<file path="src/rtl/alu_exec_unit.sv">
// Handshaked ALU execution unit: single-cycle arithmetic/logic ops, and
// bit-serial shifts that take one cycle per bit of shift amount.
module alu_exec_unit #(
   parameter int XLEN = 32
) (
   input  logic            clk,
   input  logic            rst_n,
   input  logic            in_valid,
   output logic            in_ready,
   input  logic [3:0]      control_sig,
   input  logic [XLEN-1:0] op_a,
   input  logic [XLEN-1:0] op_b,
   output logic            out_valid,
   input  logic            out_ready,
   output logic [XLEN-1:0] result,
   output logic            zero,
   output logic            illegal
);

   // Handshake: a transfer happens on a rising edge where valid and ready
   // are both high; the producer holds its payload stable until then.

   localparam logic [1:0] ST_IDLE  = 2'd0;
   localparam logic [1:0] ST_SHIFT = 2'd1;
   localparam logic [1:0] ST_DONE  = 2'd2;

   localparam logic [1:0] SK_SLL = 2'd0;
   localparam logic [1:0] SK_SRL = 2'd1;
   localparam logic [1:0] SK_SRA = 2'd2;

   logic [1:0]      state_q,   state_d;
   logic [XLEN-1:0] result_q,  result_d;
   logic            illegal_q, illegal_d;
   logic [XLEN-1:0] acc_q,     acc_d;
   logic [4:0]      cnt_q,     cnt_d;
   logic [1:0]      kind_q,    kind_d;
   logic [XLEN-1:0] acc_step;

   always_comb begin
      case (kind_q)
         SK_SLL:  acc_step = {acc_q[XLEN-2:0], 1'b0};
         SK_SRL:  acc_step = {1'b0, acc_q[XLEN-1:1]};
         SK_SRA:  acc_step = {acc_q[XLEN-1], acc_q[XLEN-1:1]};
         default: acc_step = acc_q;
      endcase
   end

   always_comb begin
      state_d   = state_q;
      result_d  = result_q;
      illegal_d = illegal_q;
      acc_d     = acc_q;
      cnt_d     = cnt_q;
      kind_d    = kind_q;
      case (state_q)
         ST_IDLE: begin
            if (in_valid) begin
               illegal_d = 1'b0;
               state_d   = ST_DONE;
               result_d  = '0;
               case (control_sig)
                  4'b0000: result_d = op_a + op_b;
                  4'b1000: result_d = op_a - op_b;
                  4'b0010: result_d[0] = $signed(op_a) < $signed(op_b);
                  4'b0011: result_d[0] = op_a < op_b;
                  4'b0100: result_d = op_a ^ op_b;
                  4'b0110: result_d = op_a | op_b;
                  4'b0111: result_d = op_a & op_b;
                  4'b0001, 4'b0101, 4'b1101: begin
                     kind_d = (control_sig == 4'b0001) ? SK_SLL :
                              (control_sig == 4'b0101) ? SK_SRL : SK_SRA;
                     // A zero shift amount skips the serial phase entirely.
                     if (op_b[4:0] == 5'd0) begin
                        result_d = op_a;
                     end else begin
                        acc_d   = op_a;
                        cnt_d   = op_b[4:0];
                        state_d = ST_SHIFT;
                     end
                  end
                  default: illegal_d = 1'b1;
               endcase
            end
         end
         ST_SHIFT: begin
            acc_d = acc_step;
            cnt_d = cnt_q - 5'd1;
            // Result register only sees the final value, never partial shifts.
            if (cnt_q == 5'd1) begin
               result_d = acc_step;
               state_d  = ST_DONE;
            end
         end
         ST_DONE: begin
            if (out_ready) state_d = ST_IDLE;
         end
         default: state_d = ST_IDLE;
      endcase
   end

   always_ff @(posedge clk or negedge rst_n) begin
      if (!rst_n) begin
         state_q   <= ST_IDLE;
         result_q  <= '0;
         illegal_q <= 1'b0;
         acc_q     <= '0;
         cnt_q     <= 5'd0;
         kind_q    <= SK_SLL;
      end else begin
         state_q   <= state_d;
         result_q  <= result_d;
         illegal_q <= illegal_d;
         acc_q     <= acc_d;
         cnt_q     <= cnt_d;
         kind_q    <= kind_d;
      end
   end

   assign in_ready  = (state_q == ST_IDLE);
   assign out_valid = (state_q == ST_DONE);
   assign result    = result_q;
   assign zero      = (result_q == '0);
   assign illegal   = illegal_q;

endmodule

</file>
<file path="config.mk">
export PLATFORM = sky130hd
export DESIGN_NAME = alu_exec_unit
export DESIGN_NICKNAME = d
export VERILOG_FILES = /design/src/rtl/alu_exec_unit.sv
export SDC_FILE = /design/constraint.sdc
export NUM_CORES = 1
export LEC_CHECK = 0
export CAP_MARGIN = 10
export CORE_MARGIN = 2
export CORE_UTILIZATION = 35
export DETAILED_ROUTE_END_ITERATION = 6
export DONT_BUFFER_PORTS = 1
export PLACE_DENSITY = 0.56
export SYNTH_ARGS = -nofsm -noshare
export SYNTH_HDL_FRONTEND = slang
export SYNTH_SLANG_ARGS = --single-unit
</file>
<file path="constraint.sdc">
create_clock -name clk -period 2.75 [get_ports clk]
set_input_delay 0.275 -clock clk [delete_from_list [all_inputs] [get_ports clk]]
set_output_delay 0.275 -clock clk [all_outputs]
set_load 0.01 [all_outputs]
</file>
==> flow_summary.yaml <==
hold_path:
  worstHoldEndpoint: "acc_q[25]"
  hp-start: "op_a[25]"
  hold_depth: 2
  hold_class: "in -> reg"
timing:
  clock.fmax_mhz: 374
  grt_setup_unrepaired: "yes"
  period_share: 0.971
  setup_viol: 0
  min_period_ns: 2.67
  hold_viol: 0
  fin_hold_ws_ns: 0.0804
  worst_pin_slew_ns: 0.664
  slew_violations: 0
  setup_tns_ns: 0
  worst_slack_ns: 0.0790
  max-slew-margin-rel: 0.557
  skew_ns: 0.00848
global_route:
  grt_pass1_wl_um: 57200
  grt-ovfl-total: 0
  grt_max_degree: 75
  groute.usage.overall: 0.256
  antenna_found_initial: 0
  grt_pass1_vias: 9749
drt:
  routedWlPerCell_um: 21.1
  drtIter0Drc: 949
  route.vias.total: 10361
  via_per_inst: 5.87
  wirelength_um: 37200
  ant_nets: 0
  dr.pass1.iters: 5
  drc: 0
power_and_ir_drop:
  power_switching_mw: 3.77
  p_seq_frac: 0.299
  p_per_area_nw_per_um2: 706
  swShare: 0.477
  ir_drop_mv: 0.428
  comb_power_share: 0.539
  finalPower_mw: 7.91
  clock_power_share: 0.162
  p_int_mw: 4.14
  p_leak_nw: 4.90
clocking:
  numCtsBuffers: 9
  post_cts.repair.setup_buffers: 0
  path_clk_slew_ns: 0.06
  tritoncts: "done"
  clk_path_buf_depth: 2
  htreeDepth: 3
  root_buffer: "clkbuf_16"
  clkSinkCount: 74
  insertion_delay_ns: 0.34
synthesis:
  synth_top_area_frac: 0.192
  async_flop_share: 1.00
  synth_cells: 1372
  synthTopCellsByArea: "dfrtp_1 19%, ha_1 14%, a21oi_1 9.5%"
  syn-cell-area_um2: 9660
  yosysMostFrequentCell: "a21oi_1"
  synth_ff_type: "dfrtp_1"
  synth_nets: 1551
  synth_edf_count: 0
  synth_cell_types: 77
  synth_common_cells: "184 x a21oi_1, 142 x nor2_1, 123 x nand2_1, 116 x o21ai_0, 106 x inv_1"
  synth-seq-area-share: 0.192
  ys.warnings.count: 0
  synth_area_per_cell_um2: 7.04
  synth_largest_area_cell: "dfrtp_1"
  ys_ff_latch: 74
final_layout:
  final_net_count: 1599
  diodes: 0
  stdcell_count: 1766
  layout-drive-gt1-share: 0.133
  fin_area_um2: 11200
  fin_util: 0.415
  area_delta_synth_final_pct: 16.0
setup_path:
  ff2ff_setup_slack_ns: 0.40
  slowest_stage: "or4_1"
  required_ns: 2.96
  path_max_fanout: 6
  reg2reg_from: "state_q[1]"
  crit_chain: "inv_1 -> ha_1 -> or4_1 -> nor3_1 -> o31a_2 -> nor2_1 -> o31ai_1 -> a41oi_1 -> xor2_1 -> a222oi_1 -> o21ai_0"
  slowest_delay_ns: 0.57
  crit_arrival_ns: 2.88
  timing.critical_path.to_type: "flop"
  r2r_end: "result[24]"
  startpoint_type: "primary input"
  r2r_cells: 10
  critPathKind: "in -> reg"
placement:
  place.gp.congestion: 0.941
  dp.cells: 1748
  place_area_um2: 10800
  io_buffers: 0
  pre_cts_slack_ns: -0.257
  dp_hpwl_um: 28900
floorplan:
  die_h_um: 170
  fp.dieW_um: 170
  start_util: 0.357
  core_area_um2: 27000
  pin_count: 108
  dieArea_um2: 28900
  num_rows: 60
status:
  outcome: "complete, no violations"
flow_run:
  drv_cap: 0
-- layout make-up --
cell class / instances / area [µm²]
Sequential cell: 74 / 1850
Clock inverter: 7 / 93.8
Timing Repair Buffer: 133 / 1100
Tap cell: 341 / 427
Inverter: 108 / 405
Clock buffer: 9 / 225
Fill cell: 2860 / 15800
Multi-Input combinational cell: 1094 / 7100
-- sequential cells by signal (all words and copies together), names as in the netlist --
signal and count:
illegal 1, state_q 2, acc_q 32, cnt_q 5, kind_q 2, result 32
-- cell usage in the layout, fill, tap and decap left out, types with 5 or more instances in the layout --
cell type / Yosys / layout
a211o_1: 5 / 5
a211oi_1: 52 / 51
a21o_1: 14 / 14
a21oi_1: 184 / 183
a222oi_1: 6 / 6
a311oi_1: 8 / 7
a31oi_1: 25 / 25
buf_12: 0 / 6
buf_4: 2 / 125
clkbuf_16: 0 / 9
dfrtp_1: 74 / 72
ha_1: 105 / 103
inv_1: 106 / 106
mux2_2: 7 / 7
mux2i_1: 13 / 13
nand2_1: 123 / 123
nand2b_1: 18 / 17
nand3_1: 17 / 16
nand4_1: 13 / 13
nor2_1: 142 / 141
nor2b_1: 26 / 26
nor3_1: 27 / 24
nor3b_1: 5 / 5
nor4_1: 13 / 13
o211ai_1: 26 / 26
o21ai_0: 116 / 114
o21ai_1: 3 / 5
o21bai_1: 9 / 9
o221ai_1: 17 / 16
o22ai_1: 6 / 6
o31ai_1: 10 / 9
or3_1: 7 / 7
xnor2_1: 22 / 21
xor2_1: 10 / 10
-- worst max-delay path by stage --
stage	from	end	slack (ns)	depth (start not counted)
floorplan	op_a[0]	result[26]	0.12	13
finish	op_a[10]	result[15]	0.08	11
CTS	op_a[0]	result[24]	0.07	14
global placement	op_a[0]	result[26]	-0.26	14
global route	op_a[0]	result[26]	-0.02	14
detailed placement	op_a[0]	result[26]	-0.26	14
-- power groups by stage --
stage	clock [mW]	sequential, mW	combinational [mW]
finish	1.28	2.37	4.26
floorplan	0	2.06	3.10
global placement	0	2.36	4.11
global route	1.34	2.44	4.76
detailed placement	0	2.37	4.15
CTS	1.29	2.36	4.19
-- metal layers --
layer / track usage / routed length [µm] / part of all wire
met1: 0.377 / 17700 / 0.48
met2: 0.368 / 15400 / 0.41
met3: 0.0614 / 3220 / 0.087
met4: 0.0717 / 944 / 0.025
met5: 0 / 0 / 0
-- critical path: cells and delay by family --
kind,cells,cell delay [ns]
AOI/OAI and AO/OA,5,1.21
xor gates and xnor gates,1,0.19
and+or+nand+nor,3,0.81
adders and majority gates,1,0.36
buffers and inverters,1,0.02
-- cell families after synthesis --
group | synth area share
muxes | 0.0216
and+or+nand+nor | 0.197
buffers and inverters | 0.0828
DFF | 0.192
adders and majority gates | 0.140
xor gates and xnor gates | 0.0290
AOI/OAI and AO/OA | 0.338
-- what timing repair did --
item / 4_1_cts / 5_1_grt
endpoints found under the setup margin: 0 / 15
endpoints found under the hold margin: 74 / 0
hold buffers: 2 / 0
gates resized for setup: 0 / 16
Note: power is estimated with default switching activity, not from simulation.
